## src/rtl/noc_flit_fifo.sv

```systemverilog
// First-word-fall-through flit buffer for a NoC router input port.
// Tracks resident tail flits so downstream logic can see when a whole packet is buffered.
module noc_flit_fifo #(
   parameter int WIDTH = 32,
   parameter int DEPTH = 8,
   parameter int AW    = 3
) (
   input  logic             clk,
   input  logic             rst,
   input  logic             in_valid,
   output logic             in_ready,
   input  logic [WIDTH-1:0] in_flit,
   input  logic             in_tail,
   output logic             out_valid,
   input  logic             out_ready,
   output logic [WIDTH-1:0] out_flit,
   output logic             out_tail,
   output logic [AW:0]      count,
   output logic             pkt_avail,
   output logic             ovf_err
);

   localparam logic [AW:0] FULL = (AW+1)'(DEPTH);

   logic [WIDTH-1:0] mem [DEPTH];
   logic [DEPTH-1:0] tail_mem;
   logic [AW-1:0]    wr_ptr;
   logic [AW-1:0]    rd_ptr;
   logic [AW:0]      tail_cnt;
   logic             push;
   logic             pop;
   logic             push_tail;
   logic             pop_tail;

   // Ready depends on stored state only, so a full buffer refuses a push even while popping.
   assign in_ready  = (count != FULL);
   assign out_valid = (count != '0);
   assign push      = in_valid & in_ready;
   assign pop       = out_valid & out_ready;
   assign push_tail = push & in_tail;
   assign pop_tail  = pop & out_tail;
   assign pkt_avail = (tail_cnt != '0);

   // Empty outputs are forced to zero so they stay stable and read as reset values.
   assign out_flit = out_valid ? mem[rd_ptr] : '0;
   assign out_tail = out_valid ? tail_mem[rd_ptr] : 1'b0;

   always_ff @(posedge clk) begin
      if (!rst && push) begin
         mem[wr_ptr]      <= in_flit;
         tail_mem[wr_ptr] <= in_tail;
      end
   end

   always_ff @(posedge clk) begin
      if (rst) begin
         wr_ptr   <= '0;
         rd_ptr   <= '0;
         count    <= '0;
         tail_cnt <= '0;
         ovf_err  <= 1'b0;
      end else begin
         if (push) wr_ptr <= wr_ptr + AW'(1);
         if (pop)  rd_ptr <= rd_ptr + AW'(1);
         case ({push, pop})
            2'b10:   count <= count + (AW+1)'(1);
            2'b01:   count <= count - (AW+1)'(1);
            default: count <= count;
         endcase
         case ({push_tail, pop_tail})
            2'b10:   tail_cnt <= tail_cnt + (AW+1)'(1);
            2'b01:   tail_cnt <= tail_cnt - (AW+1)'(1);
            default: tail_cnt <= tail_cnt;
         endcase
         if (in_valid && !in_ready) ovf_err <= 1'b1;
      end
   end

endmodule

```

## config.mk

```make
export PLATFORM = sky130hd
export DESIGN_NAME = noc_flit_fifo
export DESIGN_NICKNAME = d
export VERILOG_FILES = /design/src/rtl/noc_flit_fifo.sv
export SDC_FILE = /design/constraint.sdc
export NUM_CORES = 1
export LEC_CHECK = 0
export ABC_AREA = 1
export CORE_ASPECT_RATIO = 1.4
export CORE_MARGIN = 5
export CORE_UTILIZATION = 35
export CTS_CLUSTER_DIAMETER = 30
export DETAILED_ROUTE_END_ITERATION = 12
export GPL_TIMING_DRIVEN = 0
export SKIP_CTS_REPAIR_TIMING = 1
export SLEW_MARGIN = 25
export SYNTH_ARGS = -nofsm -noshare
export SYNTH_HDL_FRONTEND = slang
export SYNTH_SLANG_ARGS = --single-unit
```

## constraint.sdc

```tcl
create_clock -name clk -period 7.2 [get_ports clk]
set_clock_uncertainty 0.2 [all_clocks]
set_input_delay 1.08 -clock clk [delete_from_list [all_inputs] [get_ports clk]]
set_output_delay 1.08 -clock clk [all_outputs]
set_load 0.05 [all_outputs]
```

### Word level (Yosys, flattened, before mapping)

Memories as Yosys holds them, arrays and structs flattened. A register that Yosys moved wholly into a read port is not among the register bits.
Cells that the tools add are included.

* register bits: 23
* bits in latches: 0
* memory bits (writable): 256
* bits in read-only memories: 0
* input port bits: 37
* output and inout port bits: 41
* word-level logic and storage cells: 47
* memories kept: 1

* $add $sub $neg: 6
* $mul: 0
* div/mod/pow operators: 0
* magnitude comparators: 3
* eq/ne operators: 5
* shifts and indexed selects: 0
* mux-type cells: 13
* bitwise operators: 4
* reduce and logical (&&, ||, !) cells: 9

Memories
* mem: words 8, bits a word 32, read ports 1, clocked after memory_dff 1, write ports 1, line 25 `logic [WIDTH-1:0] mem [DEPTH];`

Operators by type and width (number)
* $mux W32: 1
* $pmux W4 S2: 2
* $add A4 B1 Y4 const B: 2
* $bwmux W8: 1
* $lt A3 B4 Y1 const B: 2
* $reduce_bool A4 Y1: 2
* $sub A4 B1 Y4 const B: 2
* $add A3 B1 Y3 const B: 2
* $mux W3: 2
* $mux W1: 5
* $and A1 B1 Y1: 4
* $eq A2 B1 Y1 const B: 2
* $eq A2 B2 Y1 const B: 2
* $ne A4 B4 Y1 const B: 1
* $reduce_bool A2 Y1: 2
* $bmux W1 S3: 1
* $demux W1 S3: 1
* $ge A3 B1 Y1 const B: 1
* $logic_and A1 B1 Y1: 3
* $logic_not A1 Y1: 2

### Depth between registers and ports, before layout

Gate-level depths: netlist (run 1).

* depth in word-level cells: 6
* gate-level depth with buffers: 15
* depth with buffers taken out: 15

### Worst setup path before layout (run 1)

No wires, ideal clock.

* path type: reg2reg
* start point: register count[1]
* end point: memory mem[4][0] (enable)
* library setup time: 0.465 ns
* data arrival time: 4.005 ns
* data required time: 6.535 ns
* slack: 2.530 ns
* stages on the path, launching flop included: 7
* buffers on the path: 0
* period minus slack after synthesis: 4.670 ns
* path through: dfxtp_1 > nor2_1 > nand3_1 > nand2_1 > inv_1 > nand2_1 > nor3_1

* longest elaborated chain between the ends: 5

Ends and longest elaborated chain
* start: declaration: line 18 `output logic [AW:0] count,`
* start signal: assignment: line 66 `2'b10: count <= count + (AW+1)'(1);`
* start signal: assignment: line 67 `2'b01: count <= count - (AW+1)'(1);`
* start signal: assignment: line 68 `default: count <= count;`
* $ne A4 B4 Y1: line 36 `assign in_ready = (count != FULL);`
* net in_ready: line 11 `output logic in_ready,`
* $and A1 B1 Y1: line 38 `assign push = in_valid & in_ready;`
* $logic_and A1 B1 Y1: line 49 `if (!rst && push) begin`
* $mux W1: line 49
* $mux W1 (implied by the code): line 50 `mem[wr_ptr] <= in_flit;`
* end: declaration: line 25

The timed path passes the listed nets, and every way through them passes these cells.

==> out/metrics.yaml, run 1 <==
status: "completed"
cts_tree: "done"
tightestPinTransition_ns: 0.725
syn_nets: 1067
hold_violations: 0
dp_cells: 1561
crit_required_ns: 5.92
wire_per_inst_um: 17.4
fin_crit_ns: 4.33
drt_iter0_markers: 565
syn_area_mm2: 0.0116
antenna_found_initial: 0
ctsHtreeMaxLevel: 2
path_class: "register to output pin"
clk_latency_ns: 0.50
grt_usage_pct: 15.4
period_share_pct: 60.1
fmax_mhz: 231
cp_common_cell: "nor2_1"
reg2reg_slack_ns: 4.26
grt_max_degree: 19
peakVddDrop_v: 0.000292
cts_buffers: 35
synth_top_area_share_pct: 68.5
final_cells: 1623
drc: 0
critical_path.startpoint_type: "register"
endpoint_kind: "output pin"
core_area_mm2: 0.0325
syn_avg_cell_area_um2: 11.3
die_w_um: 164
p_leak_nw: 5.26
cp.arrival_ns: 3.05
cp_max_fo: 10
grt_pass1_vias: 7836
clock_path_buffers: 3
synth_cell_types: 25
critical_path_buf_inv_count: 3
vias_per_cell: 4.77
seq_area_frac_synth_pct: 71.6
max_stage_delay_ns: 0.85
drtAntennaViolNets: 0
drtPass1Iterations: 5
drt_wl_total_um: 28200
dieArea_mm2: 0.0369
initial_core_util_pct: 35.6
setup_violations: 0
cts_sinks: 282
die_h_um: 225
finalPower_w: 0.00606
synth-warning-count: 0
hp-class: "register to register"
clkSlewWorstSetupHoldPaths_ns: 0.05
tns_ns: 0
drv_slew: 0
fin_util_pct: 44.7
ios: 78
critical_path.cell_chain: "clkbuf_1 > buf_1 > nor2_1 > nor2_1 > clkdlybuf4s50_1"
overflow: 0
grt_pass1_wl_um: 43600
finalWeightedCongestion: 0.759
synth_cells: 1020
cap_violations: 0
drive_gt1_share_pct: 10.3
dp.final_hpwl_um: 19200
critPathTopFamily: "buffers and inverters"
core.rowCount: 78
cts_root_buf: "clkbuf_16"
port-buffer-count: 76
nets: 1205
ys_seq_elements: 282
insertedDiodeCount: 0
rsz0062_at_grt: "no"
synth_area_leader_cell: "edfxtp_1"
area_delta_synth_final_pct: 25.4
power_density_mw_per_mm2: 417
slew_headroom_pct: 51.7
cp_slowest_cell: "clkdlybuf4s50_1"
num_vias: 7740
synth_area_leaders: "edfxtp_1 68%, nor2_1 11%, o21ai_0 5.6%"
synthesized netlist by cell type:
master      n
buf_6      13
xor2_1      2
nand3_1    43
nand2_1    91
clkbuf_2    1
clkbuf_1   15
inv_1      32
nor2_1    338
o21ai_0   129
a21oi_1    15
buf_1      11
edfxtp_1  264
buf_4       2
nor3_1      4
buf_2      10
o21ai_1    11
fa_1        2
inv_2       2
dfxtp_1    18
or2_2       3
nand4_1     2
xnor2_1     2
nand3_2     1
ha_1        8
nand3b_1    1
metal layers:
layer	GRT usage, %	up-vias	part of all wire (%)
li1	-	3781	-
met1	17.9	3728	40
met2	28.2	187	53
met3	2.73	44	4.3
met4	5.31	0	2.7
met5	0	-	0
power by group:
part | internal [W] | switching [W]
Sequential | 0.00187 | 0.0000412
Combinational | 0.000705 | 0.00158
Clock | 0.00119 | 0.000659
final timing paths:
check | start | to | depth (start not counted)
max | register | out_flit[2] | 5
min | ovf_err$_SDFFE_PP0P_ | ovf_err$_SDFFE_PP0P_ | 2
max reg2reg | count[1]$_SDFFE_PP0P_ | mem[4][17]$_DFFE_PP_ | 9
min reg2reg | ovf_err$_SDFFE_PP0P_ | ovf_err$_SDFFE_PP0P_ | 2
cells in the final DEF, fill, tap and decap left out, drive strengths merged:
cell type and count:
nor3 4, nand4 2, clkdlybuf4s50 76, dfxtp 18, buf 61, clkbuf 57
nand3 44, edfxtp 264, fa 2, nand3b 1, nand2 91, or2 3
xor2 2, clkinv 7, clkinvlp 3, bufinv 7, a21oi 15, ha 8
inv 38, o21ai 140, nor2 338, xnor2 2
worst register-to-register path: stages, from the launching register on:
cell and delay [ns]:
dfxtp_1 0.42, nor2_1 0.11, nand3_1 0.10, nand2_1 0.18, inv_1 0.17, nand2_1 0.16
nor3_2 0.59, buf_4 0.32, buf_4 0.20, buf_4 0.20
registers in the layout (all words and copies together), names as in the netlist, named ones only:
name      cells
rd_ptr        3
ovf_err       1
mem         256
tail_cnt      4
wr_ptr        3
tail_mem      8
count         4
metrics by stage:
stage                     cell area [µm²]  hold WS, ns  setup WS [ns]
after floorplan                     11600        0.293           2.53
after global placement              12900        0.247          0.139
after detailed placement            13300        0.246           3.29
after CTS                           14500        0.261           2.82
after global routing                14500        0.289           2.67
final                               14500        0.254           2.87
kinds of logic after synthesis:
logic type | synth area share [%]
compound gates | 6.70
simple gates | 16.4
xor+xnor | 0.303
fa+ha+maj | 1.21
buf+inv | 3.82
flops | 71.6
layout make-up:
class                      count  area, µm²
buffer                        52        314
clock buffer                  41        941
clock inverter                21        308
fill                        2891      18000
inverter                      34        128
multi-input combinational    652       2900
sequential                   282       8290
tap                          440        551
timing repair buffer         101       1090
(Power assumes the default switching activity.)
==> inputs of run 2 (changes only) <==
==> constraint.sdc (replaced) <==
create_clock -name clk -period 3.65 [get_ports clk]
set_clock_uncertainty 0.2 [all_clocks]
set_input_delay 0.5475 -clock clk [delete_from_list [all_inputs] [get_ports clk]]
set_output_delay 0.5475 -clock clk [all_outputs]
set_load 0.05 [all_outputs]
==> run 2 against run 1 <==
  * Global-route usage up 0.25 points
  * Sequential share of layout area up 0.20 points
  * Highest routed layer unchanged
  * Register-to-register slack worse by 3.3 ns
  * Total power up 94%
  * Clock power up 88%
  * Utilization down 0.16 points
  * Final area down 0.35%
  * Critical endpoint unchanged
==> out/metrics.yaml, run 2 (synthesis gave the netlist of run 1 again) <==
ctsHtreeMaxLevel: 2  # unchanged
dieArea_mm2: 0.0369  # unchanged
crit_required_ns: 2.90  # was 5.92 ns
clkPwrFrac_pct: 29.6  # was 30.6%
cp_slowest_cell: "clkdlybuf4s50_1"  # unchanged
fmax_mhz: 279
internal-power_w: 0.00712  # was 0.00377 W
grt_pass1_vias: 7865  # was 7836
fin_crit_ns: 3.59
fin_util_pct: 44.5  # was 44.7%
hold_slack_ns: 0.253  # was 0.254 ns
drtPass1Iterations: 5  # unchanged
cts_root_buf: "clkbuf_16"  # unchanged
critical_path.cell_chain: "clkbuf_1 > clkbuf_2 > nor2_1 > nor2_1 > clkdlybuf4s50_1"  # was clkbuf_1 > buf_1 > nor2_1 > nor2_1 > clkdlybuf4s50_1
port-buffer-count: 76  # unchanged
drive_gt1_share_pct: 11.4  # was 10.3%
reg_top3: "mem: 256 flops, tail_mem: 8 flops"  # unchanged
wire_per_inst_um: 17.7  # was 17.4 µm
power_density_mw_per_mm2: 811  # was 417 mW/mm²
initial_core_util_pct: 35.6  # unchanged
period_share_pct: 98.3
p_leak_nw: 5.52  # was 5.26 nW
core_area_mm2: 0.0325  # unchanged
path_class: "register to output pin"  # unchanged
die_h_um: 225  # unchanged
dp_cells: 1551  # was 1561
r2r_start: "count[1]$_SDFFE_PP0P_"  # unchanged
max_stage_delay_ns: 0.85  # about the same
p_sw_share_pct: 39.3  # was 37.7%
grt_usage_pct: 15.6  # was 15.4%
grt_max_degree: 20  # was 19
cap_violations: 0  # unchanged
cts_tree: "done"  # unchanged
drtAntennaViolNets: 0  # unchanged
status: "completed"  # unchanged
tightestPinTransition_ns: 0.668  # was 0.725 ns
min_from: "ovf_err$_SDFFE_PP0P_"  # unchanged
setup_violations: 0  # unchanged
finalPower_w: 0.0117  # was 0.00606 W
critical_path.startpoint_type: "register"  # unchanged
endpoint_kind: "output pin"  # unchanged
layout_common_cells: "334 x nor2_1, 264 x edfxtp_1, 129 x o21ai_0"  # unchanged
finalWeightedCongestion: 0.763  # was 0.759
num_vias: 7725  # was 7740
drt_wl_total_um: 28600  # was 28200 µm
seqPwrFrac_pct: 32.2  # was 31.6%
regMostFlops: "mem"  # unchanged
drt_iter0_markers: 569  # was 565
p_sw_w: 0.00461  # was 0.00228 W
cp.arrival_ns: 2.84  # was 3.05 ns
die_w_um: 164  # unchanged
peakVddDrop_v: 0.000622  # was 0.000292 V
critPathTopFamily: "buffers and inverters"  # unchanged
area_delta_synth_final_pct: 25.0  # was 25.4%
nets: 1197  # was 1205
hold_violations: 0  # unchanged
largest_reg_flops: 256  # unchanged
overflow: 0  # unchanged
grt_pass1_wl_um: 44200  # was 43600 µm
clkSlewWorstSetupHoldPaths_ns: 0.06  # was 0.05 ns
reg2reg_slack_ns: 0.95  # was 4.26 ns
slew_headroom_pct: 55.5  # was 51.7%
cp_max_fo: 10  # unchanged
clk_latency_ns: 0.51  # was 0.50 ns
cp_common_cell: "nor2_1"  # unchanged
final_common_cell: "nor2_1"  # unchanged
hp-class: "register to register"  # unchanged
comb_power_share_pct: 38.1  # was 37.8%
ios: 78  # unchanged
antenna_found_initial: 1  # was 0
dp.final_hpwl_um: 19000  # was 19200 µm
cts_sinks: 282  # unchanged
core.rowCount: 78  # unchanged
vias_per_cell: 4.78  # was 4.77
critical_path_buf_inv_count: 3  # unchanged
clock_path_buffers: 3  # unchanged
final_cells: 1617  # was 1623
drv_slew: 0  # unchanged
drc: 0  # unchanged
rsz0062_at_grt: "yes"  # was no
cts_buffers: 37  # was 35
==> run 2: changes by cell type in the layout (fill, tap and decap cells not counted), moves of 6 or more <==
| cell | previous run | this run |
|---|---|---|
| clkinv_4 | 1 | 8 |
| buf_4 | 19 | 2 |
| clkdlybuf4s50_1 | 76 | 51 |
| clkbuf_1 | 19 | 5 |
| buf_16 | 7 | 1 |
| dlymetal6s2s_1 | 0 | 25 |
| clkbuf_2 | 1 | 18 |
| buf_6 | 14 | 21 |
==> run 2: cell type report <==
cell class | count | area [µm²]
multi-input combinational | 652 | 2920
clock inverter | 26 | 262
timing repair buffer | 91 | 1050
clock buffer | 39 | 933
tap | 440 | 551
antenna | 1 | 2.50
fill | 2956 | 18000
buffer | 52 | 335
sequential | 282 | 8290
inverter | 34 | 128
==> run 2: layer usage <==
layer / track usage [%] / part of all wire (%) / wire length, µm / vias to the layer above
li1: - / - / - / 3772
met1: 18.5 / 41 / 11600 / 3697
met2: 27.8 / 52 / 14800 / 201
met3: 2.65 / 4.3 / 1230 / 55
met4: 6.52 / 3.3 / 954 / 0
met5: 0 / 0 / 0 / -
==> run 2: tightest hold or removal path: stages (launching register included) <==
cell and delay, ns:
dfxtp_1 0.31, inv_1 0.05, a21oi_1 0.05
==> run 2: worst paths after layout <==
kind,endpoint,cells after the start
min,ovf_err$_SDFFE_PP0P_,2
max reg2reg,mem[1][25]$_DFFE_PP_,7
min reg2reg,ovf_err$_SDFFE_PP0P_,2
max,out_flit[2],5
==> run 2: power by group through the flow <==
| stage | logic (W) | clock network [W] | registers, W |
|---|---|---|---|
| 6_report | 0.00448 | 0.00348 | 0.00378 |
| 5_1_grt | 0.00488 | 0.00366 | 0.00380 |
| 3_5_place_dp | 0.00455 | 0 | 0.00385 |
| 4_1_cts | 0.00457 | 0.00354 | 0.00378 |
| 2_1_floorplan | 0.00291 | 0 | 0.00391 |
| 3_3_place_gp | 0.00446 | 0 | 0.00385 |
==> run 2: stage by stage <==
step                cell area (µm²)  TNS [ns]  setup slack, ns
finish                        14500         0           0.0636
global route                  14500    -0.101           -0.101
CTS                           14400     -3.74           -0.269
detailed placement            13200         0            0.306
global placement              12900   -285.43            -1.28
floorplan                     11600    -26.85           -0.150
==> inputs of run 3 (changes only) <==
--- a/config.mk
+++ b/config.mk
@@ -11,8 +11,8 @@
 export CORE_UTILIZATION = 35
 export CTS_CLUSTER_DIAMETER = 30
 export DETAILED_ROUTE_END_ITERATION = 12
-export GPL_TIMING_DRIVEN = 0
 export SKIP_CTS_REPAIR_TIMING = 1
+export SKIP_LAST_GASP = 1
 export SLEW_MARGIN = 25
 export SYNTH_ARGS = -nofsm -noshare
 export SYNTH_HDL_FRONTEND = slang
==> run 3 against run 2 <==
  * Non-clock buffer count is 45 lower
  * Wire length is 6.8% lower
  * Register-to-register slack better by 0.15 ns
  * Hold slack better by 0.019 ns
  * Maximum frequency is 11% higher
  * Sequential power hardly changed
  * Total power is 2.1% higher
  * Critical path type unchanged
  * Critical endpoint is now out_valid
==> out/metrics.yaml, run 3 (synthesis gave the netlist of run 1 again) <==
crit_required_ns: 2.90  # about the same
drive_gt1_share_pct: 11.4  # about the same
cp_slowest_cell: "clkdlybuf4s50_1"  # unchanged
cts_sinks: 282  # unchanged
area_delta_synth_final_pct: 22.7  # was 25.0%
wire_per_inst_um: 17.0  # was 17.7 µm
fin_util_pct: 43.7  # was 44.5%
hold_slack_ns: 0.272  # was 0.253 ns
peakVddDrop_v: 0.000465  # was 0.000622 V
endpoint_kind: "output pin"  # unchanged
seqPwrFrac_pct: 31.6  # was 32.2%
antenna_found_initial: 0  # was 1
cts_tree: "done"  # unchanged
status: "completed"  # unchanged
seq_area_mm2: 0.00829  # about the same
p_sw_share_pct: 38.0  # was 39.3%
drt_iter0_markers: 544  # was 569
path_class: "register to output pin"  # unchanged
drc: 0  # unchanged
drv_slew: 0  # unchanged
largest_reg_flops: 256  # unchanged
ctsHtreeMaxLevel: 2  # unchanged
dp.final_hpwl_um: 16000  # was 19000 µm
dp_cells: 1506  # was 1551
clk_latency_ns: 0.50  # was 0.51 ns
finalWeightedCongestion: 0.779  # was 0.763
clock_path_buffers: 3  # unchanged
grt_max_degree: 129  # was 20
drtAntennaViolNets: 0  # unchanged
clkSlewWorstSetupHoldPaths_ns: 0.06  # about the same
reg_top3: "mem: 256 flops, tail_mem: 8 flops"  # unchanged
max_stage_delay_ns: 0.90  # was 0.85 ns
dieArea_mm2: 0.0369  # unchanged
critical_path.startpoint_type: "register"  # unchanged
fmax_mhz: 310  # was 279 MHz
final_cells: 1568  # was 1617
final_common_cell: "nor2_1"  # unchanged
port-buffer-count: 77  # was 76
nFillCells: 2957  # was 2956
layout_common_cells: "334 x nor2_1, 264 x edfxtp_1, 129 x o21ai_0"  # unchanged
rsz0062_at_grt: "no"  # was yes
grt_pass1_wl_um: 41600  # was 44200 µm
cp.arrival_ns: 2.48  # was 2.84 ns
internal-power_w: 0.00743  # was 0.00712 W
vias_per_cell: 4.81  # was 4.78
fin_crit_ns: 3.23  # was 3.59 ns
cap_violations: 0  # unchanged
die_h_um: 225  # unchanged
cts_buffers: 35  # was 37
die_w_um: 164  # unchanged
core_area_mm2: 0.0325  # unchanged
grt_usage_pct: 14.5  # was 15.6%
drt_wl_total_um: 26700  # was 28600 µm
grt_pass1_vias: 7529  # was 7865
clkPwrFrac_pct: 30.1  # was 29.6%
initial_core_util_pct: 35.6  # unchanged
core.rowCount: 78  # unchanged
p_leak_nw: 5.12  # was 5.52 nW
tightestPinTransition_ns: 0.786  # was 0.668 ns
period_share_pct: 88.5  # was 98.3%
num_vias: 7543  # was 7725
power_density_mw_per_mm2: 844  # was 811 mW/mm²
nets: 1150  # was 1197
p_sw_w: 0.00455  # was 0.00461 W
ios: 78  # unchanged
regMostFlops: "mem"  # unchanged
comb_power_share_pct: 38.3  # was 38.1%
slew_headroom_pct: 47.6  # was 55.5%
tns_ns: 0  # unchanged
hp-class: "register to register"  # unchanged
critical_path.cell_chain: "inv_1 > nand3_2 > buf_4 > clkdlybuf4s50_1"  # was clkbuf_1 > clkbuf_2 > nor2_1 > nor2_1 > clkdlybuf4s50_1
insertedDiodeCount: 0  # was 1
overflow: 0  # unchanged
multiInputGateArea_mm2: 0.00292  # unchanged
setup_violations: 0  # unchanged
drtPass1Iterations: 5  # unchanged
hold_violations: 0  # unchanged
cp_max_fo: 33  # was 10
cts_root_buf: "clkbuf_16"  # unchanged
## run 3: cell types whose count changed in the layout (fill, tap and decap cells not counted), moves of 6 or more
cell,delta
buf_12,+15
buf_2,-10
clkdlybuf4s50_1,-6
clkbuf_2,-18
buf_6,-21
buf_4,+33
buf_1,-6
dlymetal6s2s_1,-25
## run 3: power groups by stage
| stage | Clock, W | Sequential (W) | Combinational, W |
|---|---|---|---|
| detailed placement | 0 | 0.00386 | 0.00465 |
| global route | 0.00379 | 0.00380 | 0.00500 |
| CTS | 0.00366 | 0.00379 | 0.00467 |
| finish | 0.00360 | 0.00379 | 0.00459 |
| global placement | 0 | 0.00385 | 0.00463 |
| floorplan | 0 | 0.00391 | 0.00291 |
## run 3: cell type report
| cell class | instances | share of cell area (%) |
|---|---|---|
| Inverter | 34 | 0.908 |
| Tap cell | 440 | 3.88 |
| Multi-Input combinational cell | 652 | 20.6 |
| Clock inverter | 24 | 2.12 |
| Timing Repair Buffer | 98 | 7.56 |
| Sequential cell | 282 | 58.4 |
| Clock buffer | 38 | 6.55 |
## run 3: routing by layer
metal | part of all wire [%] | global-route usage (%) | vias to the layer above | routed length, µm
met3 | 3.7 | 1.77 | 44 | 997
met1 | 41 | 18.0 | 3676 | 10900
li1 | - | - | 3663 | -
met4 | 2.6 | 5.04 | 0 | 682
met2 | 53 | 25.9 | 160 | 14100
met5 | 0 | 0 | - | 0
## run 3: through the flow
stage	total power [W]	area, µm²	worst slack (ns)
final	0.0120	14200	0.419
after global routing	0.0126	14200	0.257
after CTS	0.0121	14200	0.386
after detailed placement	0.00851	13000	0.644
after global placement	0.00848	13000	0.691
after floorplan	0.00682	11600	-0.150
## run 3: critical path: cells and delay by family, from the launching register on
kind	cells	cell delay (ns)
simple gates	1	0.12
buf+inv	3	1.41
flops	1	0.42
## run 3: worst paths after layout
| check | startpoint | end | slack [ns] | cells past startpoint |
|---|---|---|---|---|
| setup reg to reg | rd_ptr[0]$_SDFFE_PP0P_ | tail_cnt[3]$_SDFFE_PP0P_ | 1.10 | 13 |
| hold reg to reg | ovf_err$_SDFFE_PP0P_ | ovf_err$_SDFFE_PP0P_ | 0.27 | 2 |
| setup / recovery | count[3]$_SDFFE_PP0P_ | out_valid | 0.42 | 4 |
| hold / removal | ovf_err$_SDFFE_PP0P_ | ovf_err$_SDFFE_PP0P_ | 0.27 | 2 |
